[config.mk]
export PLATFORM = sky130hd
export DESIGN_NAME = aes_v2_arbiter
export DESIGN_NICKNAME = d
export VERILOG_FILES = /design/src/rtl/aes_v2_arbiter.sv
export SDC_FILE = /design/constraint.sdc
export NUM_CORES = 1
export LEC_CHECK = 0
export CAP_MARGIN = 40
export CORE_ASPECT_RATIO = 0.9
export CORE_UTILIZATION = 40
export DETAILED_ROUTE_END_ITERATION = 12
export PLACE_DENSITY = 0.91
export SLEW_MARGIN = 20
export SYNTH_ARGS = -nofsm -noshare
export SYNTH_HDL_FRONTEND = slang
export SYNTH_SLANG_ARGS = --single-unit
[constraint.sdc]
create_clock -name g_clk -period 3.8 [get_ports g_clk]
set_input_delay 0.76 -clock g_clk [delete_from_list [all_inputs] [get_ports g_clk]]
set_output_delay 0.76 -clock g_clk [all_outputs]
set_load 0.1 [all_outputs]
[src/rtl/aes_v2_arbiter.sv]
// Round-robin arbiter/sequencer sharing one multi-cycle aes_v2 unit
// between NREQ requesters with a valid/ready response return path.
module aes_v2_arbiter #(
    parameter int NREQ    = 2,
    parameter int TIMEOUT = 8
) (
    input  logic              g_clk,
    input  logic              g_resetn,
    input  logic [NREQ-1:0]   req_valid,
    output logic [NREQ-1:0]   req_ready,
    input  logic [NREQ-1:0]   req_sub,
    input  logic [NREQ-1:0]   req_enc,
    input  logic [NREQ-1:0]   req_rot,
    input  logic [32*NREQ-1:0] req_rs1,
    input  logic [32*NREQ-1:0] req_rs2,
    output logic [NREQ-1:0]   rsp_valid,
    input  logic [NREQ-1:0]   rsp_ready,
    output logic [31:0]       rsp_data,
    output logic              rsp_err,
    output logic              aes_valid,
    output logic              aes_sub,
    output logic              aes_enc,
    output logic              aes_rot,
    output logic [31:0]       aes_rs1,
    output logic [31:0]       aes_rs2,
    input  logic              aes_ready,
    input  logic [31:0]       aes_rd
);

    localparam int IW = $clog2(NREQ);
    localparam int TW = $clog2(TIMEOUT + 1);

    typedef enum logic [1:0] {IDLE, LAUNCH, WAIT, RESP} state_t;

    state_t        state;
    state_t        state_nxt;
    logic [IW-1:0] rr_ptr;
    logic [IW-1:0] owner;
    logic [IW-1:0] grant;
    logic [IW-1:0] ptr_nxt;
    logic [IW:0]   cand;
    logic [TW-1:0] tmo_cnt;
    logic          found;
    logic          accept;
    logic          tmo_hit;

    // Search upward from rr_ptr with wrap for the first valid requester.
    always_comb begin
        found = 1'b0;
        grant = '0;
        cand  = '0;
        for (int k = 0; k < NREQ; k++) begin
            cand = {1'b0, rr_ptr} + (IW+1)'(k);
            if (cand >= (IW+1)'(NREQ))
                cand = cand - (IW+1)'(NREQ);
            if (!found && req_valid[cand[IW-1:0]]) begin
                found = 1'b1;
                grant = cand[IW-1:0];
            end
        end
    end

    assign accept  = (state == IDLE) && found && g_resetn;
    assign tmo_hit = (tmo_cnt == TW'(TIMEOUT - 1));
    assign ptr_nxt = (grant == IW'(NREQ - 1)) ? '0 : grant + 1'b1;

    always_comb begin
        for (int i = 0; i < NREQ; i++) begin
            req_ready[i] = accept && (grant == IW'(i));
            rsp_valid[i] = (state == RESP) && (owner == IW'(i));
        end
    end

    assign aes_valid = (state == LAUNCH);

    always_ff @(posedge g_clk or negedge g_resetn) begin
        if (!g_resetn)
            state <= IDLE;
        else
            state <= state_nxt;
    end

    always_comb begin
        state_nxt = state;
        unique case (state)
            IDLE:   if (accept) state_nxt = LAUNCH;
            LAUNCH: state_nxt = WAIT;
            WAIT:   if (aes_ready || tmo_hit) state_nxt = RESP;
            RESP:   if (rsp_ready[owner]) state_nxt = IDLE;
            default: state_nxt = IDLE;
        endcase
    end

    // Operands stay registered and driven until the next accept.
    always_ff @(posedge g_clk or negedge g_resetn) begin
        if (!g_resetn) begin
            rr_ptr   <= '0;
            owner    <= '0;
            tmo_cnt  <= '0;
            aes_sub  <= 1'b0;
            aes_enc  <= 1'b0;
            aes_rot  <= 1'b0;
            aes_rs1  <= '0;
            aes_rs2  <= '0;
            rsp_data <= '0;
            rsp_err  <= 1'b0;
        end else begin
            unique case (state)
                IDLE: begin
                    if (accept) begin
                        owner   <= grant;
                        rr_ptr  <= ptr_nxt;
                        aes_sub <= req_sub[grant];
                        aes_enc <= req_enc[grant];
                        aes_rot <= req_rot[grant];
                        aes_rs1 <= req_rs1[32*grant +: 32];
                        aes_rs2 <= req_rs2[32*grant +: 32];
                    end
                end
                LAUNCH: tmo_cnt <= '0;
                WAIT: begin
                    if (tmo_cnt != '1)
                        tmo_cnt <= tmo_cnt + 1'b1;
                    if (aes_ready) begin
                        rsp_data <= aes_rd;
                        rsp_err  <= 1'b0;
                    end else if (tmo_hit) begin
                        rsp_data <= '0;
                        rsp_err  <= 1'b1;
                    end
                end
                RESP: ;
                default: ;
            endcase
        end
    end

endmodule

==> reports/results.tsv, run 1 <==
stage	metric	value	unit
worst_setup_path	Max FO, Critical Path	3	
sta	fmax	364	MHz
final_layout	most common cell after layout, fill and taps aside	clkdlybuf4s50_1	
cts	CTS tree	done	
placement	gpl congestion	0.884	
hold_path	min-delay worst type	reg -> reg	
die	Die H	103	um
die	Ports	278	
cts	post-CTS sizing	0	
cts	Worst-path clk slew	0.09	ns
cts	Setup Buffers After CTS	0	
sta	Slew headroom	48.2	%
sta	setup TNS	0	ns
synth	Async S/R FF share, synth	100	%
global_routing	first-pass GRT wire length	30800	um
synth	Synth cell types	33	
worst_setup_path	Critical Path AT	1.99	ns
final_layout	post-layout utilization of the core	88.3	%
sta	final clock skew	0.0151	ns
route	Via density	5.57	
worst_setup_path	Worst setup EP type	output pin	
global_routing	grt ovf	0	
die	Die W	115	um
worst_setup_path	R2R depth	6	
synth	YS warnings	0	
hold_path	Hold Path End	rsp_data[21]	
die	total core area	0.0109	mm2
hold_path	hold_sp	rsp_data[21]	
cts	H-tree lvl count	3	
global_routing	Total GRT Usage	35.8	%
run	max cap viols	0	
final_layout	share of cells above drive strength 1	18.7	%
cts	# clock sinks	108	
die	Initial Util	41.7	%
synth	Mean Syn Cell Area	13.0	um2
final_layout	synth-to-layout area growth	112	%
route	Total Wirelength	21000	um
worst_setup_path	Critical Path Source Type	primary input	
sta	fin crit share	72.3	%
worst_setup_path	critical path class	in -> out	
sta	final setup fails	0	
final_layout	# nets final	894	
placement	DP HPWL	15000	um
sta	WHS	0.510	ns
route	initial drt markers	273	
synth	synthesized area	0.00456	mm2
worst_setup_path	reg2reg setup slack	1.41	ns
worst_setup_path	reg2reg end	aes_rs2[2]	
route	DRT antenna net count	0	
sta	crit path time final	2.75	ns
sta	final hold vios	0	
route	Vias	4861	
cts	CTS buffer count	9	
cts	Post-CTS Hold Buffers	0	
hold_path	Hold Path Depth	1	
sta	RSZ-0062 raised after global routing	no	
worst_setup_path	Data required, critical path	3.04	ns
synth	number of flops mapped to enable cells by yosys	0	
cts	Root Buffer	clkbuf_16	
status	status	finished clean	
synth	Cells after Synth	350	
final_layout	ant diodes	0	
cts	Max Buffers Root-to-Sink	2	
final_layout	most frequent cells in the layout	271 x clkdlybuf4s50_1, 108 x dfrtp_1, 73 x buf_8	
route	drt drc	0	
global_routing	vias in the first global route	5279	
sta	Worst Max-Slew Pin Slew	0.777	ns
cts	Worst-Skew Late Latency	0.35	ns
route	Pre-Repair DR Iteration Count	5	
worst_setup_path	FF-to-FF Start	state[0]	
synth	synthesized flop and latch total	108	
synth	sequential share of the synthesized area	59.2	%
global_routing	largest net degree at the start of global routing	69	
synth	Post-Syn Nets	528	
sta	Slew Limit Fails	0	
synth	Top FF cell, synth	dfrtp_1	
global_routing	initial antenna violation count	0	
die	Row Count	36	
placement	PortBufs	277	
die	die area	0.0118	mm2
route	drt wl/cell	24.0	um
==> metrics by stage <==
| step | std cells | cell area (um2) | worst slack (ns) |
|---|---|---|---|
| after floorplan | 350 | 4560 | 1.09 |
| after global placement | 756 | 7480 | 1.14 |
| after detailed placement | 857 | 9350 | 1.01 |
| after CTS | 873 | 9660 | 1.07 |
| after global routing | 873 | 9660 | 1.03 |
| final | 873 | 9660 | 1.05 |
==> layout make-up <==
| type | instances | area, um2 |
|---|---|---|
| Timing Repair Buffer | 384 | 4710 |
| Multi-Input combinational cell | 209 | 1740 |
| Inverter | 4 | 15.0 |
| Fill cell | 451 | 1280 |
| Tap cell | 152 | 190 |
| Clock inverter | 7 | 87.6 |
| Sequential cell | 108 | 2700 |
| Clock buffer | 9 | 225 |
==> synth_stat cells (3+ instances only) <==
master    count  share of area [%]
a21o_1        3               0.49
and2_1        3               0.41
clkbuf_1     12               0.99
nand3_1       3               0.33
ha_1          5                1.4
dfrtp_1     108                 59
nor2b_1       3               0.41
buf_2        15                1.6
and2_0       67                9.2
a221o_1      67                 15
a211oi_1      3               0.49
a22o_1       34                6.5
inv_1         4               0.33
==> critical path: stages <==
cell and delay (ns):
clkdlybuf4s50_1 0.62, nand3_1 0.19, a21oi_4 0.21, buf_12 0.20
==> metal layers <==
metal | wire length (um) | global-route usage (%)
met1 | 7060 | 36.7
met2 | 11200 | 66.4
met3 | 1490 | 9.03
met4 | 1230 | 22.3
met5 | 0 | 0
==> state kept, by name, indices dropped and copies added (netlist names) <==
register,count
aes_rs1,32
rr_ptr,1
rsp_data,32
aes_enc,1
aes_rot,1
owner,1
state,2
aes_rs2,32
tmo_cnt,4
aes_sub,1
rsp_err,1
==> kinds of logic (layout without fill, tap and decap cells) <==
logic type | count (synthesis) | count (layout) | share of synthesized area [%]
AO/OA/AOI/OAI | 117 | 117 | 24.0
XOR/XNOR | 1 | 1 | 0.192
adder cells (fa/ha/maj) | 5 | 5 | 1.37
buffers and inverters | 33 | 404 | 3.29
flip-flops | 108 | 108 | 59.2
multiplexers | 2 | 2 | 0.466
AND/OR/NAND/NOR | 84 | 84 | 11.5
==> worst max path at each step <==
| stage | startpoint | to | slack, ns |
|---|---|---|---|
| after floorplan | state[1] | rsp_valid[0] | 1.09 |
| after global placement | req_valid[1] | req_ready[1] | 1.14 |
| after detailed placement | req_valid[1] | aes_rs2[2] | 1.01 |
| after CTS | req_valid[1] | req_ready[1] | 1.07 |
| after global routing | req_valid[1] | req_ready[1] | 1.03 |
| final | req_valid[1] | req_ready[1] | 1.05 |
Power of run 1 is not shown: default switching activity piles up to over one toggle a cycle in this logic, so the estimate is an artifact.
==> inputs of run 2 (changes only) <==
--- a/config.mk
+++ b/config.mk
@@ -7,9 +7,9 @@
 export LEC_CHECK = 0
 export CAP_MARGIN = 40
 export CORE_ASPECT_RATIO = 0.9
-export CORE_UTILIZATION = 40
+export CORE_UTILIZATION = 34
 export DETAILED_ROUTE_END_ITERATION = 12
-export PLACE_DENSITY = 0.91
+export PLACE_DENSITY = 0.82
 export SLEW_MARGIN = 20
 export SYNTH_ARGS = -nofsm -noshare
 export SYNTH_HDL_FRONTEND = slang
==> constraint.sdc (replaced) <==
create_clock -name g_clk -period 2.25 [get_ports g_clk]
set_input_delay 0.45 -clock g_clk [delete_from_list [all_inputs] [get_ports g_clk]]
set_output_delay 0.45 -clock g_clk [all_outputs]
set_load 0.1 [all_outputs]
==> run 2 against run 1 <==
Clock skew shrank 0.0069 ns. Die area grew 17%. Global-route usage shrank 14 points. Hold slack lost 0.27 ns. Register-to-register slack lost 1.0 ns. Sequential cell count is the same. Cell count shrank 9.3%. Count of clock-buffer cells in the layout is the same. Worst setup slack lost 0.96 ns. Critical path depth grew 1. Largest cell class unchanged.
==> reports/results.tsv, run 2 (synthesis gave the netlist of run 1 again) <==
stage	metric	value	unit	change
worst_setup_path	Data required, critical path	1.80	ns	was 3.04 ns
worst_setup_path	Critical Path AT	1.71	ns	was 1.99 ns
sta	crit path time final	2.16	ns	
worst_setup_path	Worst setup EP type	output pin		unchanged
route	DRT antenna net count	0		unchanged
cts	Root Buffer	clkbuf_16		unchanged
route	highest metal used	met4		unchanged
route	drt drc	0		unchanged
cts	CTS buffer count	9		unchanged
final_layout	layout filler cell count	1040		was 451
cts	Worst-path clk slew	0.07	ns	was 0.09 ns
sta	final hold vios	0		unchanged
cts	H-tree lvl count	3		unchanged
final_layout	synth-to-layout area growth	69.4	%	was 112%
sta	Slew headroom	63.5	%	was 48.2%
final_layout	ant diodes	0		unchanged
placement	DP HPWL	10700	um	was 15000 um
sta	Worst Max-Slew Pin Slew	0.547	ns	was 0.777 ns
cts	Worst-Skew Late Latency	0.36	ns	was 0.35 ns
global_routing	largest net degree at the start of global routing	105		was 69
route	Via density	5.19		was 5.57
placement	PortBufs	277		unchanged
sta	final setup fails	0		unchanged
route	met3 wire len	1150	um	was 1490 um
die	Die H	112	um	was 103 um
global_routing	initial antenna violation count	0		unchanged
worst_setup_path	critical path class	reg -> out		was in -> out
final_layout	most frequent cells in the layout	171 x clkdlybuf4s50_1, 110 x buf_4, 108 x dfrtp_1		was 271 x clkdlybuf4s50_1, 108 x dfrtp_1, 73 x buf_8
sta	setup TNS	0	ns	unchanged
final_layout	share of cells above drive strength 1	22.9	%	was 18.7%
global_routing	first-pass GRT wire length	22400	um	was 30800 um
route	Total Wirelength	14700	um	was 21000 um
route	metal1 wirelength	5850	um	was 7060 um
global_routing	vias in the first global route	4336		was 5279
route	wire length on met2	7350	um	was 11200 um
sta	fmax	463	MHz	
cts	CTS tree	done		unchanged
sta	WHS	0.242	ns	was 0.510 ns
final_layout	most common cell after layout, fill and taps aside	clkdlybuf4s50_1		unchanged
placement	gpl congestion	0.823		was 0.884
route	Vias	4112		was 4861
cts	# clock sinks	108		unchanged
die	Die W	124	um	was 115 um
global_routing	grt ovf	0		unchanged
cts	Max Buffers Root-to-Sink	2		unchanged
worst_setup_path	Critical Path Source Type	flop		was primary input
route	Pre-Repair DR Iteration Count	6		was 5
route	initial drt markers	200		was 273
die	Ports	278		unchanged
worst_setup_path	Max FO, Critical Path	6		was 3
die	total core area	0.0129	mm2	was 0.0109 mm2
status	status	finished clean		unchanged
global_routing	Total GRT Usage	21.3	%	was 35.8%
sta	RSZ-0062 raised after global routing	no		unchanged
sta	Slew Limit Fails	0		unchanged
sta	final clock skew	0.00815	ns	was 0.0151 ns
hold_path	min-delay worst type	in -> async		was reg -> reg
run	max cap viols	0		unchanged
final_layout	post-layout utilization of the core	60.0	%	was 88.3%
die	die area	0.0139	mm2	was 0.0118 mm2
final_layout	# nets final	801		was 894
final_layout	top flop regs	aes_rs1 x32, aes_rs2 x32, rsp_data x32		unchanged
die	Row Count	39		was 36
route	drt wl/cell	18.6	um	was 24.0 um
sta	fin crit share	95.9	%	
die	Initial Util	35.4	%	was 41.7%
[run 2: area by class of cell]
cell class	count	area, um2	share of cell area (%)
Inverter	4	15.0	0.194
Clock inverter	7	108	1.39
Clock buffer	9	225	2.91
Multi-Input combinational cell	209	1750	22.6
Tap cell	164	205	2.65
Timing Repair Buffer	291	2730	35.3
Sequential cell	108	2700	34.9
[run 2: worst max-delay path, cell delays in order, from the launching register on]
cell	delay [ns]
dfrtp_1	0.43
inv_1	0.15
ha_4	0.19
nand3_1	0.13
a21oi_4	0.24
buf_12	0.21
[run 2: timing repair]
action,in CTS,in global routing
hold buffers,1,0
endpoints found under the hold margin,4,0
endpoints found under the setup margin,2,2
setup buffers,2,0
resized for setup,1,2
[run 2: final timing paths]
kind                                    from      endpoint  slack [ns]  cells after the start
worst max-delay path                state[1]  req_ready[1]        0.09                      5
worst min-delay path                g_resetn    tmo_cnt[0]        0.24                      2
worst max register to register      state[1]   aes_rs2[13]        0.38                      7
worst min register to register  rsp_data[15]  rsp_data[15]        0.51                      1
max in group asynchronous           g_resetn  rsp_data[23]        1.49                      2
min in group g_clk              rsp_data[15]  rsp_data[15]        0.51                      1
[run 2: routing by layer]
metal | global-route usage [%] | vias up
li1 | - | 1886
met1 | 25.2 | 2011
met2 | 36.0 | 187
met3 | 6.05 | 28
met4 | 8.89 | 0
met5 | 0 | -
[run 2: stage by stage]
stage                     instances  instance area [um2]  setup WS (ns)
after floorplan                 350                 4570          0.280
after global placement          773                 7360          0.222
after detailed placement        773                 7360          0.245
after CTS                       792                 7720         0.0146
after global routing            792                 7730        0.00221
final                           792                 7730         0.0924
Power of run 2 is left out for the same reason.
